===== config.mk =====
export PLATFORM = sky130hd
export DESIGN_NAME = imgproc_gen
export DESIGN_NICKNAME = d
export VERILOG_FILES = /design/src/rtl/imgproc_pkg.sv /design/src/rtl/imgproc_hwin.sv /design/src/rtl/imgproc_gen.sv
export SDC_FILE = /design/constraint.sdc
export NUM_CORES = 1
export LEC_CHECK = 0
export CAP_MARGIN = 20
export CORE_ASPECT_RATIO = 0.75
export CORE_MARGIN = 1.5
export CORE_UTILIZATION = 55
export DETAILED_ROUTE_END_ITERATION = 10
export HOLD_SLACK_MARGIN = 0.03
export PLACE_DENSITY = 0.83
export SYNTH_ARGS = -nofsm -noshare
export SYNTH_HDL_FRONTEND = slang
export SYNTH_SLANG_ARGS = --single-unit
export TNS_END_PERCENT = 5

===== constraint.sdc =====
create_clock -name clk -period 5.67 [get_ports clk]
set_input_delay 1.134 -clock clk [delete_from_list [all_inputs] [get_ports clk]]
set_output_delay 1.134 -clock clk [all_outputs]
set_load 0.005 [all_outputs]

===== src/rtl/imgproc_pkg.sv =====
// imgproc_pkg: mode encoding and FSM state type shared by the image generator blocks
package imgproc_pkg;
  typedef enum logic [1:0] {MODE_COPY, MODE_INV, MODE_THR, MODE_SMOOTH} mode_t;
  typedef enum logic [2:0] {IDLE, FETCH, OUT, TAIL, DONE} state_t;
endpackage


===== src/rtl/imgproc_hwin.sv =====
// imgproc_hwin: 3-tap horizontal window with edge replication and 1-2-1 smoothing
module imgproc_hwin #(
  parameter int DW = 8
) (
  input  logic          clk,
  input  logic          rst,
  input  logic          shift,
  input  logic          first,
  input  logic [DW-1:0] pix,
  output logic [DW-1:0] mid_pix,
  output logic [DW-1:0] tail_pix
);
  logic [DW-1:0] l, c;
  logic [DW+1:0] mid_sum, tail_sum;
  always_ff @(posedge clk or posedge rst)
    if (rst) begin
      l <= '0;
      c <= '0;
    end else if (shift) begin
      l <= first ? pix : c;
      c <= pix;
    end
  // incoming pixel is the right tap; at the row end the centre is replicated instead
  assign mid_sum  = {2'b0, l} + {1'b0, c, 1'b0} + {2'b0, pix};
  assign tail_sum = {2'b0, l} + {1'b0, c, 1'b0} + {2'b0, c};
  assign mid_pix  = mid_sum[DW+1:2];
  assign tail_pix = tail_sum[DW+1:2];
endmodule


===== src/rtl/imgproc_gen.sv =====
// imgproc_gen: fetches a frame pixel by pixel and writes copy/invert/threshold/smoothed results
module imgproc_gen
  import imgproc_pkg::*;
#(
  parameter int IMG_W = 128,
  parameter int IMG_H = 128,
  parameter int DW    = 8,
  parameter int AW    = $clog2(IMG_W*IMG_H)
) (
  input  logic          clk,
  input  logic          rst,
  input  logic          start,
  input  logic [1:0]    mode,
  input  logic [DW-1:0] thr,
  output logic          request,
  output logic [AW-1:0] orig_addr,
  input  logic          orig_ready,
  input  logic [DW-1:0] orig_data,
  output logic          imgproc_ready,
  output logic [AW-1:0] imgproc_addr,
  output logic [DW-1:0] imgproc_data,
  output logic          finish
);
  localparam int CW = $clog2(IMG_W);
  localparam int RW = IMG_H > 1 ? $clog2(IMG_H) : 1;
  state_t state_q, state_d;
  mode_t mode_r;
  logic [DW-1:0] thr_r, pix_res, mid_pix, tail_pix;
  logic [CW-1:0] col;
  logic [RW-1:0] row;
  logic idle, cap, smooth, last_col, last_pix, emit, to_tail, adv;
  assign idle     = state_q == IDLE || state_q == DONE;
  assign request  = state_q == FETCH;
  assign cap      = request && orig_ready;
  assign smooth   = mode_r == MODE_SMOOTH;
  assign last_col = col == CW'(IMG_W-1);
  assign last_pix = last_col && row == RW'(IMG_H-1);
  assign to_tail  = state_q == OUT && smooth && last_col;
  assign adv      = (state_q == OUT && !to_tail) || state_q == TAIL;
  // smoothing lags one column, so column 0's capture has nothing to emit yet
  assign emit     = cap && !(smooth && col == '0);
  assign pix_res  = mode_r == MODE_INV ? ~orig_data :
                    mode_r == MODE_THR ? {DW{orig_data >= thr_r}} :
                    smooth ? mid_pix : orig_data;
  imgproc_hwin #(.DW(DW)) u_hwin (
    .clk(clk),
    .rst(rst),
    .shift(cap),
    .first(col == '0),
    .pix(orig_data),
    .mid_pix(mid_pix),
    .tail_pix(tail_pix)
  );
  always_comb begin
    state_d = state_q;
    case (state_q)
      IDLE, DONE: state_d = start ? FETCH : state_q;
      FETCH:      state_d = orig_ready ? OUT : FETCH;
      OUT:        state_d = to_tail ? TAIL : last_pix ? DONE : FETCH;
      TAIL:       state_d = last_pix ? DONE : FETCH;
      default:    state_d = IDLE;
    endcase
  end
  always_ff @(posedge clk or posedge rst)
    if (rst) begin
      state_q       <= IDLE;
      mode_r        <= MODE_COPY;
      thr_r         <= '0;
      orig_addr     <= '0;
      col           <= '0;
      row           <= '0;
      imgproc_ready <= 1'b0;
      imgproc_addr  <= '0;
      imgproc_data  <= '0;
      finish        <= 1'b0;
    end else begin
      state_q       <= state_d;
      imgproc_ready <= emit || to_tail;
      if (idle && start) begin
        mode_r    <= mode_t'(mode);
        thr_r     <= thr;
        orig_addr <= '0;
        col       <= '0;
        row       <= '0;
      end
      if (emit) begin
        imgproc_addr <= smooth ? orig_addr - AW'(1) : orig_addr;
        imgproc_data <= pix_res;
      end
      if (to_tail) begin
        imgproc_addr <= orig_addr;
        imgproc_data <= tail_pix;
      end
      if (adv) begin
        orig_addr <= orig_addr + AW'(1);
        col       <= last_col ? '0 : col + CW'(1);
        row       <= last_col ? row + RW'(1) : row;
      end
      if (idle && start) finish <= 1'b0;
      else if (adv && last_pix) finish <= 1'b1;
    end
endmodule

Word-level counts from Yosys, hierarchy flattened
Cells that the tools add are included.

Bits in registers: 81.

$add $sub $neg: 7. Muxes and demuxes: 23. Reductions and logical operators: 21. Order comparisons: 1. Bitwise gates (word level): 1. Equal/unequal tests: 11.

Operators by type and width (count): 2-to-1 mux 14 bit (5); 2-to-1 mux 8 bit (6); 2-to-1 mux 7 bit (5); adder 10 x 8 -> 10 bit (2); adder 14 x 1 -> 14 bit (second input constant) (1); adder 7 x 1 -> 7 bit (second input constant) (2); == test 7 bit (second input constant) (2); subtractor 14 x 1 -> 14 bit (second input constant) (1); case mux 3 bit (4 select lines) (1); adder 8 x 9 -> 10 bit (1); logical AND 1 bit (9); 2-to-1 mux 3 bit (3); greater-or-equal comparator 8 bit (1); inverter 8 bit (1); logical NOT 7 bit (1); == test 3 x 2 -> 1 bit (second input constant) (2); nonzero test 2 bit (3); == test 2 bit (second input constant) (2); != test 2 bit (second input constant) (2); == test 3 x 1 -> 1 bit (second input constant) (1); == test 3 bit (second input constant) (1); logical NOT 3 bit (1); logical OR 1 bit (3); == test 2 x 1 -> 1 bit (second input constant) (1); other kinds (5) (7).

Depth between registers and ports, before layout
Gate-level depths: netlist (run 1).

Word-level depth: 9. Depth in mapped cells: 14. Mapped depth without buffers: 14.

Modules after synthesis
Synthesis (run 1) repeated with hierarchy kept, for this count alone.

Cell total of the unflattened synthesis: 574. Area, all modules: 5196.2 µm².

By module, submodules not included: imgproc_gen (instances 1, area each 3643.5 µm², cells each 401); imgproc_hwin (instances 1, area each 1552.7 µm², cells each 173).

Worst setup path after synthesis (run 1)
Ideal clock, no wire load.

Path type: register to register. From: register u_hwin.c[0]. To: register imgproc_data[7]. Required time: 5.550 ns. Setup slack: 2.649 ns. Arrival: 2.901 ns. Stages on the path, launching flop included: 15. Library setup time: 0.120 ns. Path through: dfrtp_1 ha_1 fa_1 a211oi_1 nor2_1 o21a_1 nor2_1 xnor2_1 ha_1 o21a_1 nor2_1 a31oi_1 a311o_1 o211ai_1 a31o_1.

Longest elaborated chain between the ends: 7.

Ends and longest elaborated chain: start: declaration (RTL line imgproc_hwin.sv:13) `logic [DW-1:0] l, c;`; start signal: assignment (RTL line imgproc_hwin.sv:21) `c <= pix;`; adder 8 x 9 -> 10 bit (RTL line imgproc_hwin.sv:24, imgproc_hwin.sv:25); adder 10 x 8 -> 10 bit (RTL line imgproc_hwin.sv:24) `assign mid_sum = {2'b0, l} + {1'b0, c, 1'b0} + {2'b0, pix};`; 2-to-1 mux 8 bit (RTL line imgproc_gen.sv:44) `smooth ? mid_pix : orig_data;`; 2-to-1 mux 8 bit (RTL line imgproc_gen.sv:43) `mode_r == MODE_THR ? {DW{orig_data >= thr_r}} :`; 2-to-1 mux 8 bit (RTL line imgproc_gen.sv:42) `assign pix_res = mode_r == MODE_INV ? ~orig_data :`; 2-to-1 mux 8 bit (RTL line imgproc_gen.sv:86) `if (emit) begin`; 2-to-1 mux 8 bit * (RTL line imgproc_gen.sv:90) `if (to_tail) begin`; end signal: assignment (RTL line imgproc_gen.sv:88) `imgproc_data <= pix_res;`; end signal: assignment (RTL line imgproc_gen.sv:92) `imgproc_data <= tail_pix;`; end: declaration (RTL line imgproc_gen.sv:21) `output logic [DW-1:0] imgproc_data,`.

Mark *: on every way between the ends. The rest lies on a longest branch, timed or not. The select of a mux whose other input is x is not followed. A chain may end at the register's enable or synchronous reset.

Final worst setup path (run 1)
From: register u_hwin.c[0]. To: register imgproc_data[6].

Same word-level chain as after synthesis.

==> results of run 1 <==
[sequential cells by signal, summed over array words and instances, names as in the netlist]
signal         flops
col                7
mode_r             2
thr_r              8
orig_addr         14
imgproc_data       8
row                7
state_q            3
imgproc_addr      14
u_hwin.l           8
u_hwin.c           8
finish             1
imgproc_ready      1
[worst register-to-register path: stages, from the launching register on]
cell and delay (ns):
dfrtp_1 0.45, ha_1 0.28, fa_1 0.44, a211oi_1 0.30, nor2_1 0.16, o21a_1 0.20, nor2_1 0.11, xnor2_1 0.18
ha_1 0.26, or2_2 0.27, o32ai_1 0.41, nand3_1 0.14, a21oi_1 0.16, o221ai_1 0.14
[worst max-delay path by stage]
stage                                  endpoint  slack, ns  cells after the start
floorplan                    col[0]$_DFFE_PP0P_       2.46                      1
global placement    imgproc_data[5]$_DFFE_PP0P_       2.19                      8
detailed placement  imgproc_data[5]$_DFFE_PP0P_       2.08                      8
CTS                 imgproc_data[6]$_DFFE_PP0P_       2.11                     13
global route        imgproc_data[6]$_DFFE_PP0P_       1.75                     13
finish              imgproc_data[6]$_DFFE_PP0P_       2.01                     13
[per-stage QoR]
| step | instance area, µm² | instances |
|---|---|---|
| after floorplan | 5191 | 564 |
| after global placement | 5868 | 731 |
| after detailed placement | 5868 | 731 |
| after CTS | 6185 | 747 |
| after global routing | 6185 | 747 |
| final | 6185 | 747 |
[report_power, final]
group	internal (W)	total, W	switching, W	leakage, nW
combinational	0.00108	0.00247	0.00139	1.41
clock	0.000376	0.000607	0.000231	0.151
sequential	0.000764	0.000984	0.000221	1.04
total	0.00222	0.00407	0.00184	2.60
[metal layers]
| layer | up-vias | wire length, µm | global-route usage [%] | share of wire, % |
|---|---|---|---|---|
| li1 | 2171 | - | - | - |
| met1 | 2208 | 6105 | 41.16 | 46 |
| met2 | 181 | 5779 | 42.21 | 43 |
| met3 | 14 | 1208 | 7.516 | 9.1 |
| met4 | 0 | 196 | 7.744 | 1.5 |
| met5 | - | 0 | 0 | 0 |
[placed cells by master (no fill, tap or decap), drive strengths merged, types with 3 or more instances in the layout]
| master | count |
|---|---|
| xnor2 | 10 |
| o2111ai | 4 |
| and2 | 4 |
| o31ai | 9 |
| clkdlybuf4s50 | 60 |
| nand3 | 29 |
| a21boi | 3 |
| clkbuf | 12 |
| or3 | 6 |
| nand4 | 12 |
| o21ai | 67 |
| nor2b | 6 |
| xor2 | 13 |
| mux2 | 8 |
| and3 | 8 |
| nor2 | 39 |
| a21oi | 25 |
| or2 | 3 |
| nand2 | 62 |
| o221ai | 3 |
| a31oi | 5 |
| dfrtp | 81 |
| ha | 35 |
| o21a | 8 |
| inv | 18 |
| nor3 | 13 |
| o211ai | 11 |
| a211oi | 5 |
| mux2i | 10 |
| a21o | 7 |
[area by class of cell]
type,instances,area share (%)
sequential,81,32.77
tap,128,2.590
clock buffer,12,4.309
inverter,19,1.173
timing repair buffer,62,9.953
multi-input combinational,441,48.39
clock inverter,4,0.8092
[cells by family after synthesis]
kind of cell             share of synthesized area, %
XOR/XNOR                                        3.880
buffers and inverters                           3.591
AO/OA/AOI/OAI                                   21.04
adder cells (fa/ha/maj)                         8.821
flip-flops                                      39.05
multiplexers                                    3.664
AND/OR/NAND/NOR                                 19.96
==> summary by stage, run 1 <==
Timing
The number of hold-slack violations in the final timing report came to 0. At the pin with the least slew margin, the transition time is 0.8077 ns. The worst clock skew on the final layout is 0.005813 ns. For the finished layout, the period the worst path requires is 3.659 ns.

Adding up every negative setup slack in the final design gives 0 ns. The setup violation total in the final timing report is 0. The total count of max-transition violations in the final report was 0. Setup repair after global routing left no endpoint under its margin. Across all hold checks on the routed design, the worst slack comes to 0.4807 ns.

Headroom to the max-slew limit came out at 46.15%. Derived from the worst setup path, the maximum achievable clock frequency is 0.2733 GHz. Across all setup checks in the final design, the least slack found is 2.011 ns. In the finished design, the share of the clock period the worst path needs comes to 64.54%.

Placement
Once detailed placement completed, the half-perimeter wirelength came to 9770 µm. Before CTS, the worst setup slack after placement is 2.080 ns. The weighted congestion reported at the end of routability-driven placement is 0.9579. Input and output buffers added on the ports amount to 60.

Critical path
The timing startpoint of the critical path is u_hwin.c[0]$_DFFE_PP0P_. The kind of end point of the critical path is a register. The signal on the critical path passes through ha_1 > fa_1 > a211oi_1 > nor2_1 > o21a_1 > nor2_1 > xnor2_1 > ha_1 > or2_2 > o32ai_1 > nand3_1 > a21oi_1 > o221ai_1. On the critical path, the stage with the largest delay is an instance of dfrtp_1.

Together, buffers and inverters on the worst path number 0. The number of cells on the worst reg-to-reg path is 13. The worst register-to-register path begins at u_hwin.c[0]$_DFFE_PP0P_. For the worst setup path, the data required time is 5.86 ns. The slack of the worst reg-to-reg path is 2.01 ns. The data arrival time of the worst path is 3.85 ns. The type of origin of the critical path is a register.

The capture instance of the worst register-to-register path is imgproc_data[6]$_DFFE_PP0P_. The startpoint-to-endpoint class of the critical path is register to register. The maximum fanout count along the critical path is 5. In this design, the largest share of critical-path delay is due to compound AO/OA/AOI/OAI gates. The largest incremental delay on the critical path is 0.45 ns.

Floorplan
The number of placement rows is 30. For this configuration, the core starts out at a cell density of 56.91%. The floorplan step set the die width to 115.2 µm.

The boundary pin count is 61. Measured along the y axis, the die boundary spans 87.14 µm. The area inside the core boundary is 0.009121 mm².

The die covers 0.01004 mm².

CTS
Counting the buffers created by CTS gives 9. The post-cts repair resize count is 0. The library cell used as clock root buffer is clkbuf_16. After clock tree synthesis, the flow added hold-fix buffers numbering 0. After clock tree synthesis, the clock-pin slew on the worst setup and hold paths is 0.06 ns.

Post-CTS timing repair inserted 0 buffers for setup. TritonCTS built the clock tree. The maximum root-to-sink buffer count is 2.

CTS saw 81 sinks. The deepest level of the CTS H-tree is 3. The clock network latency to the later pin of the worst-skew pair is 0.34 ns.

Pwr
In this run the static leakage power is 2.601 nW. The total power per unit cell area is 657.4 mW/mm². The worst supply voltage drop on vdd is 0.2941 mV.

The total power draw is 0.004066 W.

Global route
The aggregate global-route resource usage is 28.41%. The pin count of the biggest net entering global routing is 65. The first global-routing pass estimated 21790 µm of wire.

The number of antenna violations at the first check in global routing is 0. The global-route congestion overflow total is 0. The via count of the first global-routing pass is 4244.

Logic synthesis
The post-synthesis register bit count is 81. The number of flops mapped to enable cells by yosys is 0. Summing the sequential cell areas from Yosys gives 39.05% of the chip area. The number of warnings printed during yosys synthesis is 0. After synthesis, the cell types taking the most area are dfrtp_1 (39%), ha_1 (8.4%), o21ai_0 (6.2%). After synthesis, the mean cell area works out to 9.204 µm².

The number of different library cells used by synthesis comes to 74. For this run, the leading register cell type out of synthesis is dfrtp_1. Synthesis produced a netlist whose cell count is 564. The mapped netlist covers 0.005191 mm². In the synthesized netlist the async set-or-reset flop fraction comes to 100.0%.

The share of Yosys cell area claimed by the top area cell type is 39.05%. The largest area contributor in the synthesized netlist is dfrtp_1. Sorting the synthesized cells by how often they occur yields dfrtp_1 (81), o21ai_0 (64), nand2_1 (61). The most frequent cell after synthesis is dfrtp_1.

Synthesis produced a netlist with a net count of 622.

Routing
The initial detailed-routing violation count is 417. The iteration count of the initial detailed-routing pass is 6. The number of nets with antenna violations after routing is 0. For this run, design rule violations remaining after detail routing come to 0. Dividing the detail-routed via count by the number of cells gives 6.123. After detailed routing, the average wire length per cell comes to 17.79 µm. Wires add up to 13290 µm.

The detailed router placed 4574 vias in this run.

Hold path
The worst hold path was traced through 2 stages. The path class of the tightest hold or removal check is register to register. The startpoint identified for the worst hold timing path is imgproc_addr[11]$_DFFE_PP0P_. The end point of the most critical hold path is imgproc_addr[11]$_DFFE_PP0P_.

Layout
The number of fill cells in the layout is 721. The final layout contains 672 nets. From synthesis to final layout, the design area changed by 19.14%. Cells with a size suffix above 1 make up 7.754% of the layout. For this run, the share of the core covered by cells in the final layout is 67.81%. The antenna diode count is 0.

The area taken by multi-input logic gates is 0.002993 mm². The area occupied by registers is 0.002027 mm².

Run status
The flow ran to the end, and the final reports show no timing, DRC or antenna violations.

Flow run
The tool flagged a number of max-cap violations equal to 0.
Power figures use the tool's default switching activity.
==> inputs of run 2 (changes only) <==
--- a/config.mk
+++ b/config.mk
@@ -8,10 +8,10 @@
 export CAP_MARGIN = 20
 export CORE_ASPECT_RATIO = 0.75
 export CORE_MARGIN = 1.5
-export CORE_UTILIZATION = 55
+export CORE_UTILIZATION = 51
 export DETAILED_ROUTE_END_ITERATION = 10
 export HOLD_SLACK_MARGIN = 0.03
-export PLACE_DENSITY = 0.83
+export PLACE_DENSITY = 0.81
 export SYNTH_ARGS = -nofsm -noshare
 export SYNTH_HDL_FRONTEND = slang
 export SYNTH_SLANG_ARGS = --single-unit
==> constraint.sdc (replaced) <==
create_clock -name clk -period 3.35 [get_ports clk]
set_input_delay 0.67 -clock clk [delete_from_list [all_inputs] [get_ports clk]]
set_output_delay 0.67 -clock clk [all_outputs]
set_load 0.005 [all_outputs]
==> summary by stage, run 2 (synthesis results as in run 1) <==
Run status
The run finished with clean final reports.

Floorplan
The vertical die dimension is 90.38 µm (+3.7%). The boundary pin count is 61 (unchanged). The width of the die was 119.5 µm (+3.8%). The area inside the core boundary is 0.009774 mm² (+7.2%).

The number of placement rows is 31 (+3.3%). The effective utilization at floorplan came to 53.11% (-3.8 points). The area of the die was 0.01080 mm² (+7.6%).

Timing
The total count of max-transition violations in the final report is 0 (unchanged). The worst slew margin relative to its limit is 53.88% (+7.7 points). The number of hold-slack violations in the final timing report is 0 (unchanged). The upper clock frequency limit is 0.3117 GHz (+14%). The actual transition at the worst max-transition pin is 0.6866 ns (-0.1211 ns). The post-route minimum period was 3.208 ns (-0.4516 ns). The final clock period utilization by the worst path is 95.75% (+31 points). The setup violation total in the final timing report is 0 (unchanged).

The worst clock skew on the final layout was 0.006105 ns (+0.0002915 ns).

Flow run
The max capacitance violation total is 0 (unchanged).

Pwr
The total power draw came to 0.006938 W (+71%). The switching power share of the total came to 44.81% (-0.51 points). The worst supply voltage drop on vdd is 0.5181 mV (+76%). The total leakage power is 2.662 nW (+2.3%). The share of total power in combinational logic is 63.3% (+2.4 points). The fraction of power consumed by the clock network is 13.5% (-1.4 points). The total power per unit cell area came to 1099 mW/mm² (+67%). The power share of the sequential group is 23.2% (-1.0 points). The reported net switching power came to 0.003109 W (+69%). The internal power of the cells is 0.003830 W (+72%).

Routing
The via density per instance is 6.103 (-0.32%). The initial detailed-routing violation count is 423 (+1.4%). The detailed-route DRC error count is 0 (unchanged). The total length of routed wires is 13450 µm (+1.2%). The via count is 4669 (+2.1%). The iteration count of the initial detailed-routing pass came to 5 (-1). The number of nets with antenna violations after routing is 0 (unchanged).

The routed wire length per instance is 17.58 µm (-1.2%).

Critical path
The number of cells on the worst reg-to-reg path came to 9 (-4). The data arrival time of the worst path is 3.43 ns (-0.42 ns). The beginning of the worst register-to-register path is u_hwin.c[0]$_DFFE_PP0P_. The endpoint identified for the worst register-to-register timing path is imgproc_data[3]$_DFFE_PP0P_. The timing startpoint of the critical path is u_hwin.c[0]$_DFFE_PP0P_.

The required time of the critical path was 3.57 ns (-2.29 ns). The maximum fanout count along the critical path came to 6 (+1). By startpoint and endpoint, the worst setup path is classified as register to register. The endpoint of the most critical setup path is imgproc_data[3]$_DFFE_PP0P_.

STA classifies the critical path startpoint as a register. The worst setup path is captured at a register. The slack of the worst reg-to-reg path was 0.14 ns (-1.87 ns).

Layout
The fraction of final layout cells with drive strength greater than 1 is 10.58% (+2.8 points). The library cell used most frequently in the layout, excluding fill and tap cells, is dfrtp_1. The antenna diode count is 0 (unchanged). The non-filler instance count after layout was 765 (+2.4%). The largest registers in the layout are imgproc_addr (14), orig_addr (14). The final net count was 686 (+2.1%). Leaving out fill and tap cells, the most frequent cells in the layout are dfrtp_1 (81), o21ai_0 (63), nand2_1 (61), clkdlybuf4s50_1 (60), nor2_1 (37). Relative to the synthesized area, the layout overhead comes to 21.67%.

Global route
The number of antenna violations at the first check in global routing is 0 (unchanged). The pin count of the biggest net entering global routing is 56 (-14%). The global-route congestion overflow total is 0 (unchanged). The via count of the first global-routing pass is 4409 (+3.9%). The first-pass GRT wire length is 22510 µm (+3.3%). The aggregate global-route resource usage is 26.30% (-2.1 points).

Placement
The weighted congestion reported at the end of routability-driven placement is 0.9698 (+1.2%). The post-placement cell count is 748 (+2.3%). The final HPWL from detailed placement came to 9806 µm (+0.37%). The number of buffer cells added on primary ports is 60 (unchanged).

CTS
The deepest level of the CTS H-tree is 3 (unchanged). The number of CTS-inserted buffers is 9 (unchanged). The CTS sink count is 81 (unchanged). The clock slew seen by the registers of the worst setup and hold paths is 0.06 ns (about the same). The maximum root-to-sink buffer count is 2 (unchanged). The cell sitting at the root of the clock tree is a clkbuf_16.

The clock network latency to the later pin of the worst-skew pair was 0.34 ns (about the same). TritonCTS built the clock tree. The number of buffers inserted for hold repair after clock tree synthesis came to 0 (unchanged).

Hold path
The number of cells traversed by the worst hold path is 2 (unchanged). The tightest min-delay check is of the register to register type.
[run 2: changes by cell type in the layout (fill, tap and decap cells not counted), sizes merged]
cell | previous run | this run
clkinvlp | 2 | 3
bufinv | 1 | 0
buf | 2 | 16
[run 2: worst min-delay path by stage]
stage,startpoint,end,slack [ns]
after floorplan,thr_r[0]$_DFFE_PP0P_,thr_r[0]$_DFFE_PP0P_,0.45
after global placement,imgproc_addr[9]$_DFFE_PP0P_,imgproc_addr[9]$_DFFE_PP0P_,0.46
after detailed placement,imgproc_addr[5]$_DFFE_PP0P_,imgproc_addr[5]$_DFFE_PP0P_,0.47
after CTS,imgproc_addr[5]$_DFFE_PP0P_,imgproc_addr[5]$_DFFE_PP0P_,0.48
after global routing,imgproc_addr[1]$_DFFE_PP0P_,imgproc_addr[1]$_DFFE_PP0P_,0.51
final,imgproc_addr[5]$_DFFE_PP0P_,imgproc_addr[5]$_DFFE_PP0P_,0.48
[run 2: area by class of cell]
type,count,area [µm²]
well taps,132,165.2
multi-input cells,441,3022
inverters,19,72.57
clock buffers,12,256.5
fillers,798,3458
repair buffers,76,745.7
flip-flops and latches,81,2027
clock inverters,4,27.53
[run 2: metal layers]
| layer | up-vias | track usage [%] | routed length (µm) | share of wire [%] |
|---|---|---|---|---|
| met5 | - | 0 | 0 | 0 |
| met3 | 33 | 7.071 | 1107 | 8.2 |
| li1 | 2199 | - | - | - |
| met1 | 2224 | 38.00 | 6229 | 46 |
| met4 | 0 | 7.044 | 244 | 1.8 |
| met2 | 213 | 39.03 | 5866 | 44 |
[run 2: worst max-delay path, stage by stage, from the launching register on]
cell and delay (ns):
dfrtp_1 0.43, ha_1 0.27, fa_2 0.59, ha_1 0.32, a21oi_2 0.27, a21boi_0 0.16, o21ai_0 0.33, mux2i_1 0.25
o211ai_1 0.14, o211ai_1 0.33
[run 2: power by group through the flow]
stage	Combinational, W	Clock [W]	Sequential, W
after floorplan	0.00305	0	0.00152
after global placement	0.00405	0	0.00160
after detailed placement	0.00416	0	0.00162
after CTS	0.00419	0.000959	0.00160
after global routing	0.00484	0.000992	0.00166
final	0.00439	0.000936	0.00161
[run 2: per-stage QoR]
step | hold WS (ns) | utilization [%] | cell area [µm²] | setup TNS [ns] | worst slack [ns]
2_1_floorplan | 0.4497 | - | 5191 | 0 | 0.3291
3_3_place_gp | 0.4617 | 61.21 | 5983 | 0 | 0.1750
3_5_place_dp | 0.4696 | 61.21 | 5983 | 0 | 0.06057
4_1_cts | 0.4831 | 64.12 | 6267 | 0 | 0.05437
5_1_grt | 0.5119 | 64.62 | 6316 | -0.07090 | -0.03216
6_report | 0.4799 | 64.62 | 6316 | 0 | 0.1423
[run 2: what timing repair did]
| item | CTS | global route |
|---|---|---|
| gates resized for setup | 0 | 8 |
| setup endpoints to repair | 0 | 5 |
| buffers inserted | 0 | 0 |
